$ cat src/rtl/adrv9001_tdd_seq_if.sv
// adrv9001_tdd_seq_if
//
// Bundles one channel's TDD control inputs and enable outputs.
//   master : the side that owns the timing registers and the request level
//            (register block / TDD controller); drives tdd_en, req and counts,
//            observes enable, ssi_enable, state and burst_cnt.
//   slave  : the sequencer itself.
//
// Signalling: there is no valid/ready handshake. Every signal is a level,
// synchronous to the sequencer clock, sampled on each rising edge; the
// counts are only read at phase boundaries (snapshotted), so the master may
// rewrite them at any time without a strobe.
interface adrv9001_tdd_seq_if #(
  parameter int CNT_W = 32
);
  logic             tdd_en;
  logic             req;
  logic [CNT_W-1:0] disable_cnt;
  logic [CNT_W-1:0] ssi_enable_cnt;
  logic [CNT_W-1:0] ssi_disable_cnt;
  logic             enable;
  logic             ssi_enable;
  logic [1:0]       state;
  logic [15:0]      burst_cnt;

  modport master (
    output tdd_en, req, disable_cnt, ssi_enable_cnt, ssi_disable_cnt,
    input  enable, ssi_enable, state, burst_cnt
  );

  modport slave (
    input  tdd_en, req, disable_cnt, ssi_enable_cnt, ssi_disable_cnt,
    output enable, ssi_enable, state, burst_cnt
  );
endinterface

$ cat src/rtl/adrv9001_tdd_seq.sv
// adrv9001_tdd_seq
//
// Per-channel TDD enable sequencer. Drives the ADRV9001 enable pin and the
// SSI data-path gate with cycle-exact spacing derived from the timing counts.
//
// Ports:
//   clk  : SSI-domain clock
//   rst  : synchronous, active-high reset
//   bus  : adrv9001_tdd_seq_if.slave
//          in : tdd_en, req, disable_cnt, ssi_enable_cnt, ssi_disable_cnt
//          out: enable, ssi_enable, state (0 IDLE, 1 ENABLING, 2 ACTIVE,
//               3 DISABLING), burst_cnt
//
// Optional feature: define ADRV9001_TDD_SEQ_BURST_CNT_EN to build a 16-bit
// wrapping count of ssi_enable rising edges on burst_cnt; otherwise burst_cnt
// is tied to 0.
module adrv9001_tdd_seq #(
  parameter int CNT_W = 32
) (
  input  logic                clk,
  input  logic                rst,
  adrv9001_tdd_seq_if.slave   bus
);

  typedef enum logic [1:0] {
    S_IDLE      = 2'd0,
    S_ENABLING  = 2'd1,
    S_ACTIVE    = 2'd2,
    S_DISABLING = 2'd3
  } state_t;

  localparam logic [CNT_W-1:0] CNT_ONE = {{(CNT_W-1){1'b0}}, 1'b1};

  state_t           state_q, state_d;
  logic             en_q, en_d;
  logic             ssi_q, ssi_d;
  logic [CNT_W-1:0] cnt_q, cnt_d, cnt_inc;
  logic [CNT_W-1:0] n_snap_q, n_snap_d;
  logic [CNT_W-1:0] d_snap_q, d_snap_d;
  logic [CNT_W-1:0] s_snap_q, s_snap_d;
  logic             go_dis;

  // Outputs are registered so each edge lands in the cycle whose counter
  // value equals the snapshot: compare the incremented count, not the
  // current one.
  always_comb begin
    state_d  = state_q;
    en_d     = en_q;
    ssi_d    = ssi_q;
    cnt_d    = cnt_q;
    n_snap_d = n_snap_q;
    d_snap_d = d_snap_q;
    s_snap_d = s_snap_q;
    go_dis   = 1'b0;
    cnt_inc  = (cnt_q == '1) ? cnt_q : cnt_q + CNT_ONE;

    if (!bus.tdd_en) begin
      state_d = S_IDLE;
      en_d    = 1'b0;
      ssi_d   = 1'b0;
      cnt_d   = '0;
    end else begin
      unique case (state_q)
        S_IDLE: begin
          en_d  = 1'b0;
          ssi_d = 1'b0;
          cnt_d = '0;
          if (bus.req) begin
            en_d     = 1'b1;
            n_snap_d = bus.ssi_enable_cnt;
            // A zero ssi_enable_cnt raises both gates on the same edge.
            if (bus.ssi_enable_cnt == '0) begin
              ssi_d   = 1'b1;
              state_d = S_ACTIVE;
            end else begin
              state_d = S_ENABLING;
            end
          end
        end
        S_ENABLING: begin
          // A request drop wins over a coincident ssi_enable rise.
          if (!bus.req) begin
            go_dis = 1'b1;
          end else begin
            cnt_d = cnt_inc;
            if (cnt_inc == n_snap_q) begin
              ssi_d   = 1'b1;
              state_d = S_ACTIVE;
            end
          end
        end
        S_ACTIVE: begin
          if (!bus.req) go_dis = 1'b1;
        end
        S_DISABLING: begin
          // Leave only once both gates were already low for a full cycle.
          if (!en_q && !ssi_q) begin
            state_d = S_IDLE;
            cnt_d   = '0;
          end else begin
            cnt_d = cnt_inc;
            if (cnt_inc == d_snap_q) en_d  = 1'b0;
            if (cnt_inc == s_snap_q) ssi_d = 1'b0;
          end
        end
        default: state_d = S_IDLE;
      endcase

      if (go_dis) begin
        state_d  = S_DISABLING;
        cnt_d    = '0;
        d_snap_d = bus.disable_cnt;
        s_snap_d = bus.ssi_disable_cnt;
        if (bus.disable_cnt == '0)     en_d  = 1'b0;
        if (bus.ssi_disable_cnt == '0) ssi_d = 1'b0;
      end
    end
  end

  always_ff @(posedge clk) begin
    if (rst) begin
      state_q  <= S_IDLE;
      en_q     <= 1'b0;
      ssi_q    <= 1'b0;
      cnt_q    <= '0;
      n_snap_q <= '0;
      d_snap_q <= '0;
      s_snap_q <= '0;
    end else begin
      state_q  <= state_d;
      en_q     <= en_d;
      ssi_q    <= ssi_d;
      cnt_q    <= cnt_d;
      n_snap_q <= n_snap_d;
      d_snap_q <= d_snap_d;
      s_snap_q <= s_snap_d;
    end
  end

  assign bus.enable     = en_q;
  assign bus.ssi_enable = ssi_q;
  assign bus.state      = state_q;

`ifdef ADRV9001_TDD_SEQ_BURST_CNT_EN
  logic [15:0] burst_q;

  // Survives tdd_en drops; only rst clears it.
  always_ff @(posedge clk) begin
    if (rst) begin
      burst_q <= '0;
    end else if (ssi_d && !ssi_q) begin
      burst_q <= burst_q + 16'd1;
    end
  end

  assign bus.burst_cnt = burst_q;
`else
  assign bus.burst_cnt = '0;
`endif

endmodule

$ cat src/flat_wrapper.sv
// flat-port wrapper written by rule: the top's interface ports become plain ports
module adrv9001_tdd_seq_flat 
#(
  parameter int CNT_W = 32
)
  (clk, rst, bus_tdd_en, bus_req, bus_disable_cnt, bus_ssi_enable_cnt, bus_ssi_disable_cnt, bus_enable, bus_ssi_enable, bus_state, bus_burst_cnt);
  adrv9001_tdd_seq_if #(.CNT_W(CNT_W)) bus_i ();
  input  logic clk;
  input  logic rst;
  input wire logic [$bits(bus_i.tdd_en)-1:0] bus_tdd_en;
  input wire logic [$bits(bus_i.req)-1:0] bus_req;
  input wire logic [$bits(bus_i.disable_cnt)-1:0] bus_disable_cnt;
  input wire logic [$bits(bus_i.ssi_enable_cnt)-1:0] bus_ssi_enable_cnt;
  input wire logic [$bits(bus_i.ssi_disable_cnt)-1:0] bus_ssi_disable_cnt;
  output wire logic [$bits(bus_i.enable)-1:0] bus_enable;
  output wire logic [$bits(bus_i.ssi_enable)-1:0] bus_ssi_enable;
  output wire logic [$bits(bus_i.state)-1:0] bus_state;
  output wire logic [$bits(bus_i.burst_cnt)-1:0] bus_burst_cnt;
  assign bus_i.tdd_en = bus_tdd_en;
  assign bus_i.req = bus_req;
  assign bus_i.disable_cnt = bus_disable_cnt;
  assign bus_i.ssi_enable_cnt = bus_ssi_enable_cnt;
  assign bus_i.ssi_disable_cnt = bus_ssi_disable_cnt;
  assign bus_enable = bus_i.enable;
  assign bus_ssi_enable = bus_i.ssi_enable;
  assign bus_state = bus_i.state;
  assign bus_burst_cnt = bus_i.burst_cnt;
  adrv9001_tdd_seq #(.CNT_W(CNT_W)) u_core (.clk(clk), .rst(rst), .bus(bus_i));
endmodule
$ cat config.mk
export PLATFORM = sky130hd
export DESIGN_NAME = adrv9001_tdd_seq_flat
export DESIGN_NICKNAME = d
export VERILOG_FILES = /design/src/rtl/adrv9001_tdd_seq_if.sv /design/src/rtl/adrv9001_tdd_seq.sv /design/src/flat_wrapper.sv
export SDC_FILE = /design/constraint.sdc
export NUM_CORES = 1
export LEC_CHECK = 0
export CAP_MARGIN = 20
export CORE_ASPECT_RATIO = 1.2
export CORE_MARGIN = 10
export CORE_UTILIZATION = 55
export CTS_CLUSTER_DIAMETER = 40
export DETAILED_ROUTE_END_ITERATION = 10
export PLACE_DENSITY_LB_ADDON = 0.12
export RECOVER_POWER = 50
export SETUP_SLACK_MARGIN = 0.1
export SLEW_MARGIN = 20
export SYNTH_ARGS = -nofsm -noshare
export SYNTH_HDL_FRONTEND = slang
export SYNTH_SLANG_ARGS = --single-unit
$ cat constraint.sdc
create_clock -name clk -period 3.85 [get_ports clk]
set_input_delay 0.5775 -clock clk [delete_from_list [all_inputs] [get_ports clk]]
set_output_delay 0.5775 -clock clk [all_outputs]
set_load 0.1 [all_outputs]
* Yosys cells after proc, flatten, opt, wreduce, memory -nomap -nowiden *
Index checks and enable logic that the tools add are counted.

storage, ports and cells
  register bits = 132
  output and inout bits = 20
  logic and storage cells = 66

cells by class
  reductions and logical operators = 16
  mux-type cells = 29
  equal/unequal tests = 12
  bitwise operators = 1
  add/subtract/negate cells = 1

operators by type and width
  cell                                                 number
  equality test 32 bit                                 3
  logical NOT 32 bit                                   3
  2-to-1 mux 32 bit                                    3
  one-hot mux 32 bit (3 select lines)                  1
  adder 32 x 1 -> 32 bit, second input constant        1
  equality test 32 bit, second input constant          1
  2-to-1 mux 1 bit                                     16
  2-to-1 mux 2 bit                                     6
  != test 3 x 1 -> 1 bit, second input constant        2
  != test 3 x 2 -> 1 bit, second input constant        2
  one-hot mux 2 bit (3 select lines)                   1
  AND reduction 5 bit                                  1
  equality test 2 bit, second input constant           2
  AND reduction 2 bit                                  2
  nonzero test 4 bit                                   1
  OR reduction 2 bit                                   2
  one-hot mux 1 bit (3 select lines)                   1
  AND reduction 3 bit                                  1
  nonzero test 3 bit                                   1
  OR reduction 3 bit                                   1
  equality test 2 x 1 -> 1 bit, second input constant  1
  logical NOT 1 bit                                    2
  logical NOT 2 bit                                    1
  != test 2 bit, second input constant                 1
  3 further kinds                                      3

* Depth between registers and ports, before layout *
Gate-level depths: netlist of the first run.

  depth in word-level cells = 8
  depth in mapped cells = 14

* Worst setup path after synthesis of the first run *
No wires, ideal clock.

  path type = register -> register
  start point = register u_core.state_q[0] (netlist: u_core.bus.state[0])
  end point = register u_core.ssi_q (netlist: u_core.bus.ssi_enable)
  path slack = 0.547 ns
  library setup time = 0.116 ns
  cell stages (with the launch flop) = 11
  arrival = 3.186 ns
  buffers on the path = 0
  data required time = 3.734 ns
  cells stage by stage = dfxtp_1 -> inv_1 -> ha_1 -> a2111oi_0 -> o2111ai_1 -> a2111oi_0 -> nand4b_1 -> or4_1 -> nor4_1 -> a31oi_1 -> a41o_1

between the ends
  word-level cells in the longest chain between the ends = 5

ends and longest elaborated chain
  element                                                              line                     source
  from (decl)                                                          adrv9001_tdd_seq.sv:34   state_t state_q, state_d;
  from (signal assigned)                                               adrv9001_tdd_seq.sv:130  state_q <= state_d;
  equality test 2 x 1 -> 1 bit or equality test 2 bit (tied branches)  adrv9001_tdd_seq.sv:63   unique case (state_q)
  OR reduction 2 bit (no source line)                                  -
  2-to-1 mux 1 bit                                                     -
  2-to-1 mux 1 bit                                                     adrv9001_tdd_seq.sv:57   if (!bus.tdd_en) begin
  2-to-1 mux 1 bit *                                                   adrv9001_tdd_seq.sv:109  if (go_dis) begin
  to (signal assigned)                                                 adrv9001_tdd_seq.sv:132  ssi_q <= ssi_d;
  to (decl)                                                            adrv9001_tdd_seq.sv:36   logic ssi_q, ssi_d;

Mark *: on every way between the ends. The rest lies on a longest branch, timed or not. The select of a mux whose other input is x is not followed.
A chain may end at the register's enable or synchronous reset.

* Worst setup path after layout of the first run *
  start point = register u_core.cnt_q[0]
  end point = register u_core.state_q[1] (netlist: u_core.bus.state[1])

between the ends
  word-level cells in the longest chain between the ends = 5

ends and longest elaborated chain
  element                                                         line                     source
  from (decl)                                                     adrv9001_tdd_seq.sv:37   logic [CNT_W-1:0] cnt_q, cnt_d, cnt_inc;
  from (signal assigned)                                          adrv9001_tdd_seq.sv:133  cnt_q <= cnt_d;
  adder 32 x 1 -> 32 bit or equality test 32 bit (tied branches)  adrv9001_tdd_seq.sv:55   cnt_inc = (cnt_q == '1) ? cnt_q : cnt_q + CNT_ONE;
  2-to-1 mux 32 bit *                                             adrv9001_tdd_seq.sv:55
  equality test 32 bit *                                          adrv9001_tdd_seq.sv:86   if (cnt_inc == n_snap_q) begin
  != test 3 x 1 -> 1 bit (no source line) *                       -
  AND reduction 5 bit (no source line) *                          -

Mark *: on every way between the ends. The rest lies on a longest branch, timed or not.

==> results of run 1 <==
-- Yosys cell counts, types with 12 or more instances --
library cell  instances  area, sq um
nor4_1               45          282
nand2_1             264          991
xnor2_1              53          464
nand4_1              31          194
o2111ai_1            13          114
buf_2                17         85.1
and3_1               12         75.1
nor2_1               99          372
a21oi_1             171          856
nor3_1               33          165
xor2_1               35          307
clkbuf_1             66          248
buf_4                17          128
inv_1                27          101
nand3_1              38          190
dfxtp_1             132         2640
o21ai_0              45          225
-- per-layer routing --
metal / GRT usage [%] / wire, microns / share of wire (%)
met1: 43.7 / 14600 / 36
met2: 55.6 / 18100 / 44
met5: 0 / 0 / 0
met3: 9.30 / 4730 / 12
met4: 25.4 / 3510 / 8.6
-- final cells by class --
cell class	instances	area [sq um]	area share, %
inverters	27	101	0.905
clock inverters	14	179	1.60
well taps	208	260	2.32
repair buffers	213	1850	16.5
flip-flops and latches	132	2650	23.6
multi-input cells	1022	5740	51.3
clock buffers	17	425	3.80
-- kinds of logic after synthesis --
kind of cell / after synthesis / share of synthesized area [%]
xor+xnor: 89 / 8.85
buf+inv: 132 / 6.61
other cells: 1 / 0.0422
simple gates: 586 / 31.5
compound gates: 319 / 21.7
mux: 7 / 0.830
flops: 132 / 29.7
fa+ha+maj: 5 / 0.704
-- flip-flops by register name, indices dropped and copies added, names as in the netlist --
name                   count
u_core.bus.enable          1
u_core.s_snap_q           32
u_core.d_snap_q           32
u_core.bus.ssi_enable      1
u_core.bus.state           2
u_core.n_snap_q           32
u_core.cnt_q              32
-- layout by cell type (no fill, tap or decap), types with 16 or more instances in the layout --
| cell | instances |
|---|---|
| clkdlybuf4s50_1 | 101 |
| inv_1 | 27 |
| nor3_1 | 33 |
| conb_1 | 16 |
| xor2_1 | 34 |
| nand3_1 | 38 |
| nor4_1 | 45 |
| buf_4 | 109 |
| nand4_1 | 31 |
| dfxtp_1 | 130 |
| xnor2_1 | 53 |
| nand2_1 | 263 |
| a21oi_1 | 171 |
| clkbuf_16 | 17 |
| nor2_1 | 98 |
| o21ai_0 | 44 |
-- how the worst min path moves through the flow --
stage                                       endpoint  depth (start not counted)
floorplan            u_core.s_snap_q[9]$_SDFFE_PP0P_                          2
global placement     u_core.s_snap_q[9]$_SDFFE_PP0P_                          2
detailed placement  u_core.s_snap_q[17]$_SDFFE_PP0P_                          2
CTS                 u_core.d_snap_q[17]$_SDFFE_PP0P_                          2
global route        u_core.d_snap_q[25]$_SDFFE_PP0P_                          2
finish              u_core.d_snap_q[25]$_SDFFE_PP0P_                          2
-- stage by stage --
step | util (%) | cell area [sq um] | total power [mW] | cells | hold slack (ns)
floorplan | - | 8950 | 1.80 | 1286 | 0.436
global placement | 67.1 | 10600 | 2.03 | 1601 | 0.445
detailed placement | 67.1 | 10600 | 2.04 | 1601 | 0.460
CTS | 71.0 | 11200 | 3.72 | 1632 | 0.468
global route | 71.0 | 11200 | 3.84 | 1633 | 0.484
finish | 71.0 | 11200 | 3.75 | 1633 | 0.469
-- repair_timing --
item	CTS	global route
setup buffers	0	1
gates resized for setup	0	7
setup endpoints to repair	0	4
-- power groups by stage --
| stage | Combinational (mW) | Sequential [mW] | Clock, mW |
|---|---|---|---|
| floorplan | 0.328 | 1.48 | 0 |
| global placement | 0.548 | 1.48 | 0 |
| detailed placement | 0.555 | 1.48 | 0 |
| CTS | 0.558 | 1.45 | 1.71 |
| global route | 0.608 | 1.46 | 1.78 |
| finish | 0.577 | 1.46 | 1.71 |
-- critical path, stage by stage, from the launching register on --
cell and delay, ns:
dfxtp_1 0.34, ha_1 0.30, and3_1 0.24, buf_4 0.18, nand3_1 0.11, a221oi_1 0.49, nand4_1 0.26, nor4_1 0.36
buf_4 0.17, o2111ai_1 0.14, nor4_2 0.34, nand4_1 0.23, a31oi_1 0.27, o221a_1 0.21
==> results_dict.tcl, run 1 <==
set metrics [dict create \
    r2r-end "u_core.bus.state[1]$_SDFFE_PP0P_" \
    max_freq_ghz 0.270 \
    antenna_left 0 \
    p_sw_mw 1.10 \
    cap_viol_max_count 2 \
    violations "max-capacitance violations, max-slew violations" \
    combPwrFrac_pct 15.4 \
    place_ws_ns 0.168 \
    slew_violations 88 \
    startpoint_type "flop" \
    gr-total-overflow 0 \
    core.rowCount 50 \
    startpoint "u_core.cnt_q[0]$_SDFFE_PP0P_" \
    numCtsBuffers 17 \
    worstPathArrival_ns 4.07 \
    ys_types 80 \
    cts_tree "built" \
    swShare_pct 29.4 \
    finalNetCount 1518 \
    core_area_sq_mm 0.0158 \
    synth_seq_cells 132 \
    drc 0 \
    area_growth_pct 26.0 \
    synthCells 1271 \
    setup_viol 0 \
    grt_pass1_vias 10400 \
    numClockSinks 132 \
    crit-reg2reg-launch "u_core.cnt_q[0]$_SDFFE_PP0P_" \
    rsz0062_at_grt "yes" \
    hpwl_mm 31.2 \
    num_io_pins 120 \
    cts_buffer_depth 2 \
    ctsHtreeMaxLevel 4 \
    cts-root-buf "clkbuf_16" \
    fin_crit_ns 3.70 \
    min_period_over_period_pct 96.2 \
    critPathCapture "u_core.bus.state[1]$_SDFFE_PP0P_" \
    leakage_nw 3.99 \
    fin_setup_tns_ns 0 \
    vias 11000 \
    p_seq_share_pct 39.0 \
    die_w_microns 136 \
    critPathKind "reg -> reg" \
    num_antenna_cells 0 \
    status "complete, but fails checks" \
    yosys_warnings 0 \
    critPathRequiredTime_ns 4.22 \
    max_slew.worst_pin.slew_ns 2.05 \
    hp-class "reg -> reg" \
    die_height_microns 159 \
    drt_iter0_drc 1789 \
    die-area_sq_mm 0.0217 \
    r2r_slack_ns 0.15 \
    clock_skew_ns 0.0100 \
    place.gp.congestion 1.18 \
    clk_latency_ns 0.43 \
    worstPathMaxFanout 6 \
    end_kind "flop" \
    p_int_mw 2.65 \
    worst_ir_drop_vdd_mv 0.270 \
    track_usage_pct 36.5 \
    start_util_pct 56.4 \
    power_density_mw_per_mm2 334 \
    clock_power_share_pct 45.6 \
    wl_per_cell_microns 25.0 \
    hp-start "u_core.d_snap_q[25]$_SDFFE_PP0P_" \
    antenna_found_initial 0 \
    clk_pin_slew_ns 0.07 \
    synth_area_sq_mm 0.00889 \
    drive_gt1_share_pct 11.9 \
    hold_viol 0 \
    nFillCells 1311 \
    slew_headroom_pct -37.4 \
    dr.pass1.iters 7 \
    via_per_inst 6.74 \
    synth_area_per_cell_sq_um 7.00 \
    ctsHoldBuffers 0 \
    synth-edff-count 0 \
    grt_max_degree 97 \
    yosysSeqAreaShare_pct 29.7 \
    grt_first_pass_wirelength_mm 61.2 \
    routed_wl_mm 40.9 \
    worst_slack_ns 0.147 \
    yosys_most_used_dff "dfxtp_1" \
    async_flop_share_pct 0 \
    portBuffers 103 \
    r2r_cells 13 \
]
No activity file was read; power rests on OpenSTA's default activity.
==> run 2: changes to the inputs <==
Settings changed: PLACE_DENSITY set to 0.8, PLACE_DENSITY_LB_ADDON 0.12 to not set.
Clock period 3.85 ns to 3.9 ns, I/O delays scaled along.
==> results_dict.tcl, run 2 (synthesis results as in run 1) <==
set metrics [dict create \
    status "complete, but fails checks" \
    violations "max-capacitance violations, max-slew violations" \
    core_area_sq_mm 0.0158 \
    swShare_pct 30.4 \
    r2r_slack_ns 0.06 \
    gr-total-overflow 0 \
    rsz0062_at_grt "no" \
    totalPowerFinal_mw 3.72 \
    clk_latency_ns 0.43 \
    clock_power_share_pct 45.5 \
    hpwl_mm 32.7 \
    worstPathArrival_ns 4.21 \
    via_per_inst 6.71 \
    hp-start "u_core.s_snap_q[9]$_SDFFE_PP0P_" \
    area_growth_pct 28.8 \
    drive_gt1_share_pct 13.8 \
    die-area_sq_mm 0.0217 \
    fin_cells 1667 \
    placed_cell_area_sq_mm 0.0108 \
    drt_iter0_drc 2235 \
    fin_crit_ns 3.84 \
    r2r_cells 10 \
    numClockSinks 132 \
    num_io_pins 120 \
    end_kind "flop" \
    cts_tree "built" \
    vias 11200 \
    grt_first_pass_wirelength_mm 62.8 \
    fin_setup_tns_ns 0 \
    antenna_found_initial 0 \
    finalNetCount 1551 \
    wl_per_cell_microns 25.4 \
    portBuffers 103 \
    core.rowCount 50 \
    grt_pass1_vias 10600 \
    final_common_cell "nand2_1" \
    leakage_nw 4.15 \
    dr.pass1.iters 8 \
    cts-root-buf "clkbuf_16" \
    placed_cells 1635 \
    drc 0 \
    place.gp.congestion 1.12 \
    ctsHoldBuffers 0 \
    worst_ir_drop_vdd_mv 0.297 \
    start_util_pct 56.4 \
    postLayoutCellArea_sq_mm 0.0115 \
    power_density_mw_per_mm2 324 \
    startpoint "u_core.cnt_q[22]$_SDFFE_PP0P_" \
    p_sw_mw 1.13 \
    critPathRequiredTime_ns 4.27 \
    cts_buffer_depth 2 \
    worstPathMaxFanout 10 \
    num_antenna_cells 0 \
    cap_viol_max_count 1 \
    combPwrFrac_pct 15.8 \
    grt_max_degree 97 \
    hold_viol 0 \
    numCtsBuffers 17 \
    startpoint_type "flop" \
    slew_headroom_pct -4.36 \
    hp-class "reg -> reg" \
    critPathCapture "u_core.bus.state[0]$_SDFFE_PP0P_" \
    critPathKind "reg -> reg" \
    track_usage_pct 37.8 \
    die_height_microns 159 \
    die_w_microns 136 \
    ctsHtreeMaxLevel 4 \
    max_slew.worst_pin.slew_ns 1.57 \
    final_cell_mix "263 x nand2_1, 171 x a21oi_1, 140 x buf_4" \
    setup_viol 0 \
    p_seq_share_pct 38.7 \
    slew_violations 33 \
    p_int_mw 2.59 \
    max_freq_ghz 0.261 \
    crit-reg2reg-launch "u_core.cnt_q[22]$_SDFFE_PP0P_" \
    antenna_left 0 \
    clock_skew_ns 0.0134 \
    r2r-end "u_core.bus.state[0]$_SDFFE_PP0P_" \
    routed_wl_mm 42.4 \
    min_period_over_period_pct 98.4 \
    clk_pin_slew_ns 0.07 \
]
==> run 2: changes by cell type in the layout (fill, tap and decap cells not counted), sizes merged <==
| cell | before | now |
|---|---|---|
| buf | 110 | 141 |
| bufinv | 3 | 2 |
| clkinv | 6 | 3 |
| inv | 30 | 34 |
| clkbuf | 18 | 21 |
==> run 2: how the worst min path moves through the flow <==
stage,endpoint,slack (ns),cells after the start
5_1_grt,u_core.s_snap_q[9]$_SDFFE_PP0P_,0.48,2
2_1_floorplan,u_core.s_snap_q[9]$_SDFFE_PP0P_,0.44,2
3_5_place_dp,u_core.s_snap_q[17]$_SDFFE_PP0P_,0.46,2
6_report,u_core.s_snap_q[9]$_SDFFE_PP0P_,0.46,2
4_1_cts,u_core.s_snap_q[9]$_SDFFE_PP0P_,0.46,2
3_3_place_gp,u_core.s_snap_q[9]$_SDFFE_PP0P_,0.45,2
==> run 2: critical path: stages, from the launching register on <==
cell and delay (ns):
dfxtp_1 0.59, and3_1 0.26, nand4_1 0.44, o2111ai_1 0.57, xor2_2 0.27, nand2_1 0.12, or4b_1 0.46, nor4_2 0.32
nand4_1 0.25, a31oi_1 0.29, o221a_1 0.21
==> run 2: power groups by stage <==
stage | sequential [mW] | combinational [mW] | clock (mW)
after floorplan | 1.46 | 0.324 | 0
after global placement | 1.46 | 0.552 | 0
after detailed placement | 1.46 | 0.561 | 0
after CTS | 1.43 | 0.565 | 1.67
after global routing | 1.44 | 0.617 | 1.74
final | 1.44 | 0.586 | 1.69
==> run 2: what timing repair did <==
action / CTS / global route
setup buffers: 0 / 0
gates resized for setup: 0 / 5
endpoints found under the setup margin: 0 / 4
==> run 2: per-layer routing <==
layer | GRT usage [%] | vias up | wire length (microns)
met4 | 24.2 | 0 | 3490
li1 | - | 4861 | -
met5 | 0 | - | 0
met1 | 45.6 | 5136 | 15000
met3 | 9.55 | 252 | 5050
met2 | 58.2 | 934 | 18800
==> run 2: layout make-up <==
type | instances | area, sq um
tap | 208 | 260
clock buffer | 18 | 439
inverter | 27 | 101
clock inverter | 14 | 164
timing repair buffer | 246 | 2090
sequential | 132 | 2640
multi-input combinational | 1022 | 5760
fill | 1242 | 4310
==> run 2: stage by stage <==
| stage | utilization [%] | setup slack, ns | hold WS, ns |
|---|---|---|---|
| floorplan | - | 0.597 | 0.436 |
| global placement | 68.7 | 0.234 | 0.446 |
| detailed placement | 68.7 | 0.245 | 0.460 |
| CTS | 72.6 | 0.232 | 0.463 |
| global route | 72.6 | 0.101 | 0.484 |
| finish | 72.6 | 0.0620 | 0.462 |
